==> src/rtl/regfile_pkg.sv <==
// rtl/regfile_pkg.sv - shared widths and write-request type for the register file write path
package regfile_pkg;

  localparam int DEF_DATA_W = 32;
  localparam int DEF_ADDR_W = 5;

  typedef struct packed {
    logic [DEF_ADDR_W-1:0] addr;
    logic [DEF_DATA_W-1:0] data;
  } wr_req_t;

endpackage

==> src/rtl/regfile_wrq_fwd.sv <==
// rtl/regfile_wrq_fwd.sv - youngest-match forwarding search over pending write entries
module regfile_wrq_fwd
  import regfile_pkg::*;
#(
  parameter int DATA_W = DEF_DATA_W,
  parameter int ADDR_W = DEF_ADDR_W,
  parameter int DEPTH  = 4
) (
  input  logic [ADDR_W-1:0]      addr_mem [DEPTH],
  input  logic [DATA_W-1:0]      data_mem [DEPTH],
  input  logic [$clog2(DEPTH)-1:0] rd_ptr,
  input  logic [$clog2(DEPTH):0] count,
  input  logic [ADDR_W-1:0]      lk_addr,
  output logic                   lk_hit,
  output logic [DATA_W-1:0]      lk_data
);

  localparam int PW = $clog2(DEPTH);
  localparam int CW = PW + 1;

  // Walk oldest to youngest so later matches overwrite earlier ones.
  always_comb begin
    lk_hit  = 1'b0;
    lk_data = '0;
    for (int i = 0; i < DEPTH; i++) begin
      if ((CW'(i) < count) && (addr_mem[rd_ptr + PW'(i)] == lk_addr)) begin
        lk_hit  = 1'b1;
        lk_data = data_mem[rd_ptr + PW'(i)];
      end
    end
  end

endmodule

==> src/rtl/regfile_wr_queue.sv <==
// rtl/regfile_wr_queue.sv - in-order write-request buffer in front of the register file write port
module regfile_wr_queue
  import regfile_pkg::*;
#(
  parameter int DATA_W = DEF_DATA_W,
  parameter int ADDR_W = DEF_ADDR_W,
  parameter int DEPTH  = 4
) (
  input  logic                   clk,
  input  logic                   rst,
  input  logic                   in_valid,
  output logic                   in_ready,
  input  logic [ADDR_W-1:0]      in_addr,
  input  logic [DATA_W-1:0]      in_data,
  output logic                   rf_we,
  output logic [ADDR_W-1:0]      rf_waddr,
  output logic [DATA_W-1:0]      rf_wdata,
  input  logic                   rf_wr_ready,
  input  logic [ADDR_W-1:0]      lk_addr,
  output logic                   lk_hit,
  output logic [DATA_W-1:0]      lk_data,
  output logic [$clog2(DEPTH):0] count
);

  localparam int PW = $clog2(DEPTH);
  localparam int CW = PW + 1;

  logic [ADDR_W-1:0] addr_mem [DEPTH];
  logic [DATA_W-1:0] data_mem [DEPTH];
  logic [PW-1:0]     wr_ptr;
  logic [PW-1:0]     rd_ptr;
  logic [CW-1:0]     occ;
  logic              push;
  logic              pop;

  // Occupancy seen by the outputs reads as empty while reset is held.
  assign occ      = rst ? '0 : count;
  assign in_ready = (occ != CW'(DEPTH));
  assign rf_we    = (occ != '0);
  assign push     = in_valid && in_ready && !rst;
  assign pop      = rf_we && rf_wr_ready;

  assign rf_waddr = addr_mem[rd_ptr];
  assign rf_wdata = data_mem[rd_ptr];

  always_ff @(posedge clk) begin
    if (rst) begin
      wr_ptr <= '0;
      rd_ptr <= '0;
      count  <= '0;
    end else begin
      if (push) wr_ptr <= wr_ptr + PW'(1);
      if (pop)  rd_ptr <= rd_ptr + PW'(1);
      case ({push, pop})
        2'b10:   count <= count + CW'(1);
        2'b01:   count <= count - CW'(1);
        default: count <= count;
      endcase
    end
  end

  // Entry storage is deliberately left out of reset.
  always_ff @(posedge clk) begin
    if (push) begin
      addr_mem[wr_ptr] <= in_addr;
      data_mem[wr_ptr] <= in_data;
    end
  end

  regfile_wrq_fwd #(
    .DATA_W (DATA_W),
    .ADDR_W (ADDR_W),
    .DEPTH  (DEPTH)
  ) u_fwd (
    .addr_mem (addr_mem),
    .data_mem (data_mem),
    .rd_ptr   (rd_ptr),
    .count    (occ),
    .lk_addr  (lk_addr),
    .lk_hit   (lk_hit),
    .lk_data  (lk_data)
  );

endmodule

==> config.mk <==
export PLATFORM = sky130hd
export DESIGN_NAME = regfile_wr_queue
export DESIGN_NICKNAME = d
export VERILOG_FILES = /design/src/rtl/regfile_pkg.sv /design/src/rtl/regfile_wrq_fwd.sv /design/src/rtl/regfile_wr_queue.sv
export SDC_FILE = /design/constraint.sdc
export NUM_CORES = 1
export LEC_CHECK = 0
export CAP_MARGIN = 20
export CORE_ASPECT_RATIO = 0.9
export CORE_MARGIN = 5
export CORE_UTILIZATION = 25
export CTS_BUF_LIST = sky130_fd_sc_hd__clkbuf_8 sky130_fd_sc_hd__clkbuf_16
export DETAILED_ROUTE_END_ITERATION = 10
export PLACE_DENSITY_LB_ADDON = 0.12
export SYNTH_ARGS = -nofsm -noshare
export SYNTH_HDL_FRONTEND = slang
export SYNTH_SLANG_ARGS = --single-unit
==> constraint.sdc <==
create_clock -name clk -period 3.5 [get_ports clk]
set_input_delay 0.7 -clock clk [delete_from_list [all_inputs] [get_ports clk]]
set_output_delay 0.7 -clock clk [all_outputs]
set_load 0.02 [all_outputs]
==> flow_metrics.py, run 1 <==
metrics = {
    "sta": {
        "rsz0062_at_grt": "yes",
        "period_needed_ps": 3807,
        "hold_viol_final": 0,
        "setup_viol": 33,
        "fin_crit_sh_pct": 108.8,
        "worst_pin_slew_ps": 640.7,
        "slew_violations": 0,
        "fmax_mhz": 262.7,
        "skew_ps": 10.21,
        "max_slew_margin_pct": 57.29,
        "worst_slack_ps": -306.6,
    },
    "layout": {
        "layout_commonest_cell": "edfxtp_1",
        "postLayoutCellArea_um2": 13670,
        "multi_input_area_um2": 4986,
        "final_cell_mix": "edfxtp_1, buf_4, mux4_2",
        "regArea_um2": 4592,
        "fillers": 3661,
        "fin_nets": 972,
        "fin_util_pct": 35.80,
        "drive_gt1_share_pct": 42.27,
        "area_delta_synth_final_pct": 42.16,
        "final_cells": 1423,
    },
    "pwr": {
        "power_frac_clock_pct": 37.6,
        "peakVddDrop_mv": 0.3396,
        "switching_power_w": 0.001274,
        "power.density_nw_per_um2": 368.1,
        "combPwrFrac_pct": 20.1,
        "total_power_w": 0.005034,
        "p_int_w": 0.003760,
        "pwr-share-seq_pct": 42.3,
        "switching_share_pct": 25.31,
        "power.leakage_nw": 4.429,
    },
    "grt": {
        "grt_pass1_wl_mm": 46.88,
        "grt_overflow": 0,
        "antenna_found_initial": 1,
        "grt_pass1_vias": 7672,
        "grt_max_degree": 139,
        "grt_usage_pct": 14.66,
    },
    "place": {
        "place_area_um2": 12120,
        "placed_cells": 1352,
        "place.gp.congestion": 0.7404,
        "port_buffers": 120,
        "dpl_worst_slack_ps": -651.3,
        "dp_hpwl_mm": 20.00,
    },
    "logic_synthesis": {
        "ys_seq_area_share_pct": 47.66,
        "ys_types": 37,
        "syn_area_per_cell_um2": 13.72,
        "synthesis.area_um2": 9619,
        "synth_cells": 701,
        "syn-num-nets": 753,
        "yosys_warnings": 0,
        "ys_ff_latch": 155,
    },
    "worst_setup_path": {
        "cp_common_cell": "buf_12",
        "slowest_stage": "mux4_2",
        "path_max_fanout": 6,
        "cp_cell_sequence": "buf_12 -> buf_12 -> mux4_2 -> xnor2_2 -> nand4_1 -> buf_6 -> buf_12 -> buf_4 -> or4b_4 -> o221ai_2 -> buf_4",
        "cp_num_buf_inv": 6,
        "setup.worst_path.end_class": "primary output",
        "cp_top_family": "buffers and inverters",
        "start_kind": "flop",
        "critPathKind": "reg2out",
        "cpPeakStageDelay_ps": 530,
        "cp.arrival_ps": 3110,
        "cp.required_ps": 2800,
    },
    "floorplan": {
        "die_area_um2": 42510,
        "die_w_um": 216.8,
        "fp.dieH_um": 196.1,
        "ios": 121,
        "core_um2": 38200,
        "start_util_pct": 25.18,
        "rows": 68,
    },
    "cts": {
        "cts.sinks": 155,
        "clk_latency_ps": 430,
        "tritoncts": "done",
        "cts-root-buf": "clkbuf_16",
        "cts_made_buffers": 17,
        "cts.path.max_buffers": 2,
        "clkTransAtPathRegs_ps": 60,
        "hold_buffers": 0,
        "h-tree-depth": 4,
    },
    "detailed_routing": {
        "wl_per_cell_um": 23.04,
        "ant_nets": 0,
        "drc": 0,
        "drt-vias-per-instance": 5.157,
        "drt_wl_total_mm": 32.78,
        "drt-initial-drc-count": 497,
        "dr.pass1.iters": 5,
        "vias": 7338,
    },
    "run": {
        "cap_violations": 0,
    },
    "hold_path": {
        "hp-class": "reg2reg",
    },
    "status": {
        "status": "finished with violations",
        "violations": "negative setup slack",
    },
}
-- flip-flops by register name, summed over array words and instances, names as in the netlist --
name / cells
addr_mem: 20
count: 3
data_mem: 128
rd_ptr: 2
wr_ptr: 2
-- tightest hold or removal path, cell delays in order (launching register included) --
cell     delay, ps
dfxtp_1        330
nand2_1         70
a21oi_1         60
-- metrics by stage --
step | hold slack [ps] | setup TNS [ps]
4_1_cts | 506.4 | -7457
6_report | 502.7 | -7660
3_5_place_dp | 497.5 | -19190
5_1_grt | 557.4 | -11890
3_3_place_gp | 491.8 | -17990
2_1_floorplan | 469.2 | 0
-- kinds of logic after synthesis --
family | share of synthesized area, %
AND/OR/NAND/NOR | 8.897
flip-flops | 47.66
multiplexers | 27.98
AO/OA/AOI/OAI | 8.247
buffers and inverters | 4.084
XOR/XNOR | 2.276
adder cells (fa/ha/maj) | 0.8585
-- cells in the mapped netlist (all sizes together) --
library cell	n	area [um2]
edfxtp	148	4444
mux4	94	2117
nand2	52	195.2
buf	47	276.5
nor2	40	155.1
a21oi	36	180.2
a31oi	31	193.9
o221ai	28	245.2
mux2	27	304.0
mux2i	27	270.3
clkbuf	25	93.84
nor3	22	115.1
o21ai	22	113.9
xnor2	20	175.2
or4b	16	160.1
nor3b	12	90.09
o211ai	8	60.06
dfxtp	7	140.1
inv	6	22.52
and2	5	31.28
ha	5	62.56
xor2	5	43.79
nand3	4	20.02
or3	4	25.02
nand4	3	18.77
or4	3	22.52
fa	1	20.02
nand3b	1	7.510
or2	1	6.260
or3b	1	8.760
-- layer usage --
layer / vias to the layer above / part of all wire, % / global-route usage (%) / wire [um]
met2: 193 / 51 / 26.06 / 16840
met1: 3813 / 43 / 18.16 / 13980
li1: 3299 / - / - / -
met3: 33 / 4.2 / 2.731 / 1390
met4: 0 / 1.7 / 4.381 / 568
met5: - / 0 / 0 / 0
-- layout make-up --
class,count,share of cell area (%)
multi-input combinational,468,36.46
sequential,155,33.58
clock buffer,17,3.111
timing repair buffer,272,20.95
clock inverter,14,1.226
antenna,1,0.01830
tap,490,4.483
inverter,6,0.1647
-- timing repair --
action / 4_1_cts / 5_1_grt
buffers inserted: 20 / 8
gates cloned: 6 / 7
pin swaps: 22 / 21
endpoints found under the hold margin: 0 / 0
endpoints found under the setup margin: 58 / 40
gates resized for setup: 252 / 33
-- power by group through the flow --
| stage | combinational [W] | sequential (W) | clock, W |
|---|---|---|---|
| floorplan | 0.000487 | 0.00216 | 0 |
| global placement | 0.000864 | 0.00216 | 0 |
| detailed placement | 0.000872 | 0.00217 | 0 |
| CTS | 0.000979 | 0.00213 | 0.00194 |
| global route | 0.00108 | 0.00213 | 0.00203 |
| finish | 0.00101 | 0.00213 | 0.00189 |
-- worst paths after layout --
check                                             from                     end  slack, ps  cells after the start
worst max-delay path            rd_ptr[0]$_SDFFE_PP0P_             lk_data[20]       -310                     11
worst min-delay path            wr_ptr[1]$_SDFFE_PP0P_  wr_ptr[1]$_SDFFE_PP0P_        500                      2
worst min register to register  wr_ptr[1]$_SDFFE_PP0P_  wr_ptr[1]$_SDFFE_PP0P_        500                      2
worst max register to register   count[2]$_SDFFE_PP0P_   count[2]$_SDFFE_PP0P_        900                     11
Note: power is estimated with default switching activity, not from simulation.
==> run 2, diff against run 1 <==
--- a/config.mk
+++ b/config.mk
@@ -10,6 +10,7 @@
 export CORE_MARGIN = 5
 export CORE_UTILIZATION = 25
 export CTS_BUF_LIST = sky130_fd_sc_hd__clkbuf_8 sky130_fd_sc_hd__clkbuf_16
+export CTS_CLUSTER_SIZE = 16
 export DETAILED_ROUTE_END_ITERATION = 10
 export PLACE_DENSITY_LB_ADDON = 0.12
 export SYNTH_ARGS = -nofsm -noshare
==> results of run 2 <==
No change in the layout: final DEF, timing and power equal those of run 1.
==> run 3, diff against run 2 <==
--- a/config.mk
+++ b/config.mk
@@ -5,6 +5,7 @@
 export SDC_FILE = /design/constraint.sdc
 export NUM_CORES = 1
 export LEC_CHECK = 0
+export ABC_AREA = 1
 export CAP_MARGIN = 20
 export CORE_ASPECT_RATIO = 0.9
 export CORE_MARGIN = 5
@@ -13,6 +14,7 @@
 export CTS_CLUSTER_SIZE = 16
 export DETAILED_ROUTE_END_ITERATION = 10
 export PLACE_DENSITY_LB_ADDON = 0.12
+export RECOVER_POWER = 25
 export SYNTH_ARGS = -nofsm -noshare
 export SYNTH_HDL_FRONTEND = slang
 export SYNTH_SLANG_ARGS = --single-unit
==> run 3 against run 2 <==
  * The run now ends clean
  * Count of clock-buffer cells in the layout is the same
  * Core utilization fell by 2.0 points
  * Register-to-register slack improved by 400 ps
  * Highest routed layer is now met5
  * Non-clock buffer count decreased by 65
  * Sequential share of layout area grew 0.75 points
  * Fmax rose by 10%
  * Via count grew 26%
  * Clock skew rose by 5.2 ps
  * Sequential power about the same
  * Largest cell class unchanged
  * Clock power hardly changed
==> flow_metrics.py, run 3 <==
metrics = {
    "worst_setup_path": {
        "cpPeakStageDelay_ps": 390,
        "timing.rr.end": "count[2]$_SDFFE_PP0P_",
        "cp.arrival_ps": 2750,
        "ff2ff_path_depth": 12,
        "path_max_fanout": 31,
        "slowest_stage": "dfxtp_4",
        "start_kind": "flop",
        "cp.required_ps": 2800,
        "cp_num_buf_inv": 4,
        "setup.worst_path.end_class": "primary output",
        "cp_cell_sequence": "bufbuf_16 -> o21ai_0 -> nand2_1 -> nand3_1 -> nand2_1 -> nor2_1 -> nand2_1 -> nor2_4 -> buf_12 -> buf_16 -> nand2_1 -> nand2_1 -> clkdlybuf4s15_2",
        "cp_common_cell": "nand2_1",
        "r2r-start": "count[0]$_SDFFE_PP0P_",
        "critPathKind": "reg2out",
        "cp_top_family": "buffers and inverters",
        "ff2ff_setup_slack_ps": 1300,
    },
    "logic_synthesis": {
        "yosysMostFrequentCell": "nand2_1",
        "ys_ff_latch": 155,
        "synth_top_flop_cell": "edfxtp_1",
        "synth_edf_count": 148,
        "syn_area_per_cell_um2": 7.246,
        "synth_cells": 1388,
        "async_flop_share_pct": 0,
        "syn-num-nets": 1440,
        "ys_seq_area_share_pct": 45.58,
        "yosysTopAreaCellShare_pct": 44.19,
        "synthTopCellsByArea": "edfxtp_1, nand2_1, o21ai_0, nor2_1, inv_1",
        "yosys_warnings": 0,
        "ys_types": 29,
        "synth_commonest_cells": "nand2_1, o21ai_0, edfxtp_1, nor2_1, inv_1",
        "netlist.top_cell.by_area": "edfxtp_1",
        "synthesis.area_um2": 10060,
    },
    "detailed_routing": {
        "drt-initial-drc-count": 523,
        "drc": 0,
        "drt_wl_total_mm": 33.75,
        "vias": 9220,
        "dr.pass1.iters": 5,
        "drt-vias-per-instance": 4.441,
        "wl_per_cell_um": 16.26,
        "ant_nets": 0,
    },
    "cts": {
        "cts-root-buf": "clkbuf_16",
        "clkTransAtPathRegs_ps": 70,
        "tritoncts": "done",
        "clk_latency_ps": 430,
        "h-tree-depth": 4,
        "cts.path.max_buffers": 2,
        "cts_made_buffers": 17,
        "cts.sinks": 155,
        "hold_buffers": 0,
    },
    "sta": {
        "rsz0062_at_grt": "yes",
        "skew_ps": 15.42,
        "max_slew_margin_pct": 55.86,
        "setup_tns_ps": 0,
        "fin_crit_sh_pct": 98.43,
        "hold_viol_final": 0,
        "worst_pin_slew_ps": 662.2,
        "setup_viol": 0,
        "worst_slack_ps": 54.93,
        "slew_violations": 0,
        "period_needed_ps": 3445,
        "fmax_mhz": 290.3,
    },
    "place": {
        "dp_hpwl_mm": 21.81,
        "dpl_worst_slack_ps": -398.3,
        "place.gp.congestion": 0.7839,
        "port_buffers": 120,
    },
    "layout": {
        "reg_top3": "data_mem: 128 flops, addr_mem: 20 flops, count: 3 flops",
        "drive_gt1_share_pct": 12.70,
        "final_cell_mix": "nand2_1, o21ai_0, edfxtp_1",
        "fin_util_pct": 33.76,
        "layout_commonest_cell": "nand2_1",
        "largest_reg_flops": 128,
        "largest_register": "data_mem",
        "fin_nets": 1582,
        "area_delta_synth_final_pct": 33.01,
    },
    "pwr": {
        "power.leakage_nw": 5.712,
        "combPwrFrac_pct": 25.5,
        "switching_power_w": 0.001657,
        "peakVddDrop_mv": 0.3389,
        "pwr-share-seq_pct": 39.2,
        "p_int_w": 0.003743,
        "power.density_nw_per_um2": 403.7,
        "power_frac_clock_pct": 35.3,
        "switching_share_pct": 30.69,
    },
    "grt": {
        "grt_pass1_wl_mm": 51.30,
        "grt_pass1_vias": 8670,
        "grt_max_degree": 127,
        "grt_overflow": 0,
        "grt_usage_pct": 14.67,
        "antenna_found_initial": 4,
    },
    "floorplan": {
        "die_area_um2": 44350,
        "fp.dieH_um": 200.3,
        "ios": 121,
        "core_um2": 39630,
        "rows": 69,
        "die_w_um": 221.4,
        "start_util_pct": 25.38,
    },
    "status": {
        "status": "completed",
    },
    "hold_path": {
        "hold_path_end": "wr_ptr[1]$_SDFFE_PP0P_",
        "hp-class": "reg2reg",
        "hold_path_depth": 2,
        "hold_start": "wr_ptr[1]$_SDFFE_PP0P_",
    },
    "run": {
        "cap_violations": 0,
    },
}
run 3: how the worst max path moves through the flow:
stage | startpoint | to | slack [ps] | cells past startpoint
finish | rd_ptr[0]$_SDFFE_PP0P_ | lk_data[30] | 50 | 13
global route | rd_ptr[0]$_SDFFE_PP0P_ | lk_data[22] | -70 | 15
CTS | rd_ptr[0]$_SDFFE_PP0P_ | lk_data[7] | -80 | 16
detailed placement | rst | lk_data[27] | -400 | 13
global placement | rst | lk_data[27] | -390 | 13
floorplan | rst | addr_mem[0]$_DFFE_PP_ | 320 | 4
run 3: power by group through the flow:
| stage | Combinational, W | Clock, W | Sequential (W) |
|---|---|---|---|
| detailed placement | 0.00132 | 0 | 0.00215 |
| CTS | 0.00137 | 0.00196 | 0.00212 |
| global route | 0.00154 | 0.00204 | 0.00212 |
| floorplan | 0.000755 | 0 | 0.00215 |
| global placement | 0.00132 | 0 | 0.00215 |
| finish | 0.00138 | 0.00191 | 0.00212 |
run 3: stage by stage:
stage               hold slack, ps  cells  area, um2  power [W]
floorplan                    498.5   1388      10060   0.002909
global route                 589.1   2075      13370   0.005705
CTS                          557.3   2062      13140   0.005450
global placement             544.3   2020      12290   0.003475
finish                       546.8   2076      13380   0.005400
detailed placement           538.9   2020      12290   0.003474
run 3: cell type report:
type | count | area (um2)
sequential | 155 | 4592
antenna | 1 | 2.502
fill | 4135 | 26250
multi-input combinational | 1035 | 4795
tap | 532 | 665.6
clock inverter | 15 | 172.7
inverter | 114 | 444.2
timing repair buffer | 207 | 2280
clock buffer | 17 | 425.4
run 3: timing repair:
item / CTS / global route
endpoints found under the setup margin: 37 / 40
cloned: 4 / 6
pin swaps: 3 / 7
resized for setup: 128 / 87
setup buffers: 6 / 8
run 3: worst reg2reg max path, cell delays in order, from the launching register on:
cell and delay [ps]:
dfxtp_1 320, inv_1 110, o21ai_1 230, buf_4 160, nand2_1 130, inv_1 80, ha_1 130, inv_1 60
fa_1 370, a21oi_1 150, o21ai_0 120, o21ai_0 160, a21oi_1 60
run 3: cell families (layout without fill, tap and decap cells):
kind of cell / count (synthesis) / count (layout) / share of synthesized area, %
other: 0 / 1 / 0
XOR/XNOR: 3 / 3 / 0.2613
AO/OA/AOI/OAI: 215 / 215 / 10.75
adder cells (fa/ha/maj): 6 / 6 / 0.8211
flip-flops: 155 / 155 / 45.58
multiplexers: 32 / 32 / 3.185
AND/OR/NAND/NOR: 778 / 779 / 30.80
buffers and inverters: 199 / 353 / 8.597
run 3: layer usage:
| metal | global-route usage [%] | vias up | wire, um |
|---|---|---|---|
| li1 | - | 4799 | - |
| met1 | 20.11 | 4220 | 16430 |
| met2 | 24.32 | 173 | 15730 |
| met3 | 2.942 | 24 | 1248 |
| met4 | 2.818 | 4 | 323 |
| met5 | 0 | - | 22 |
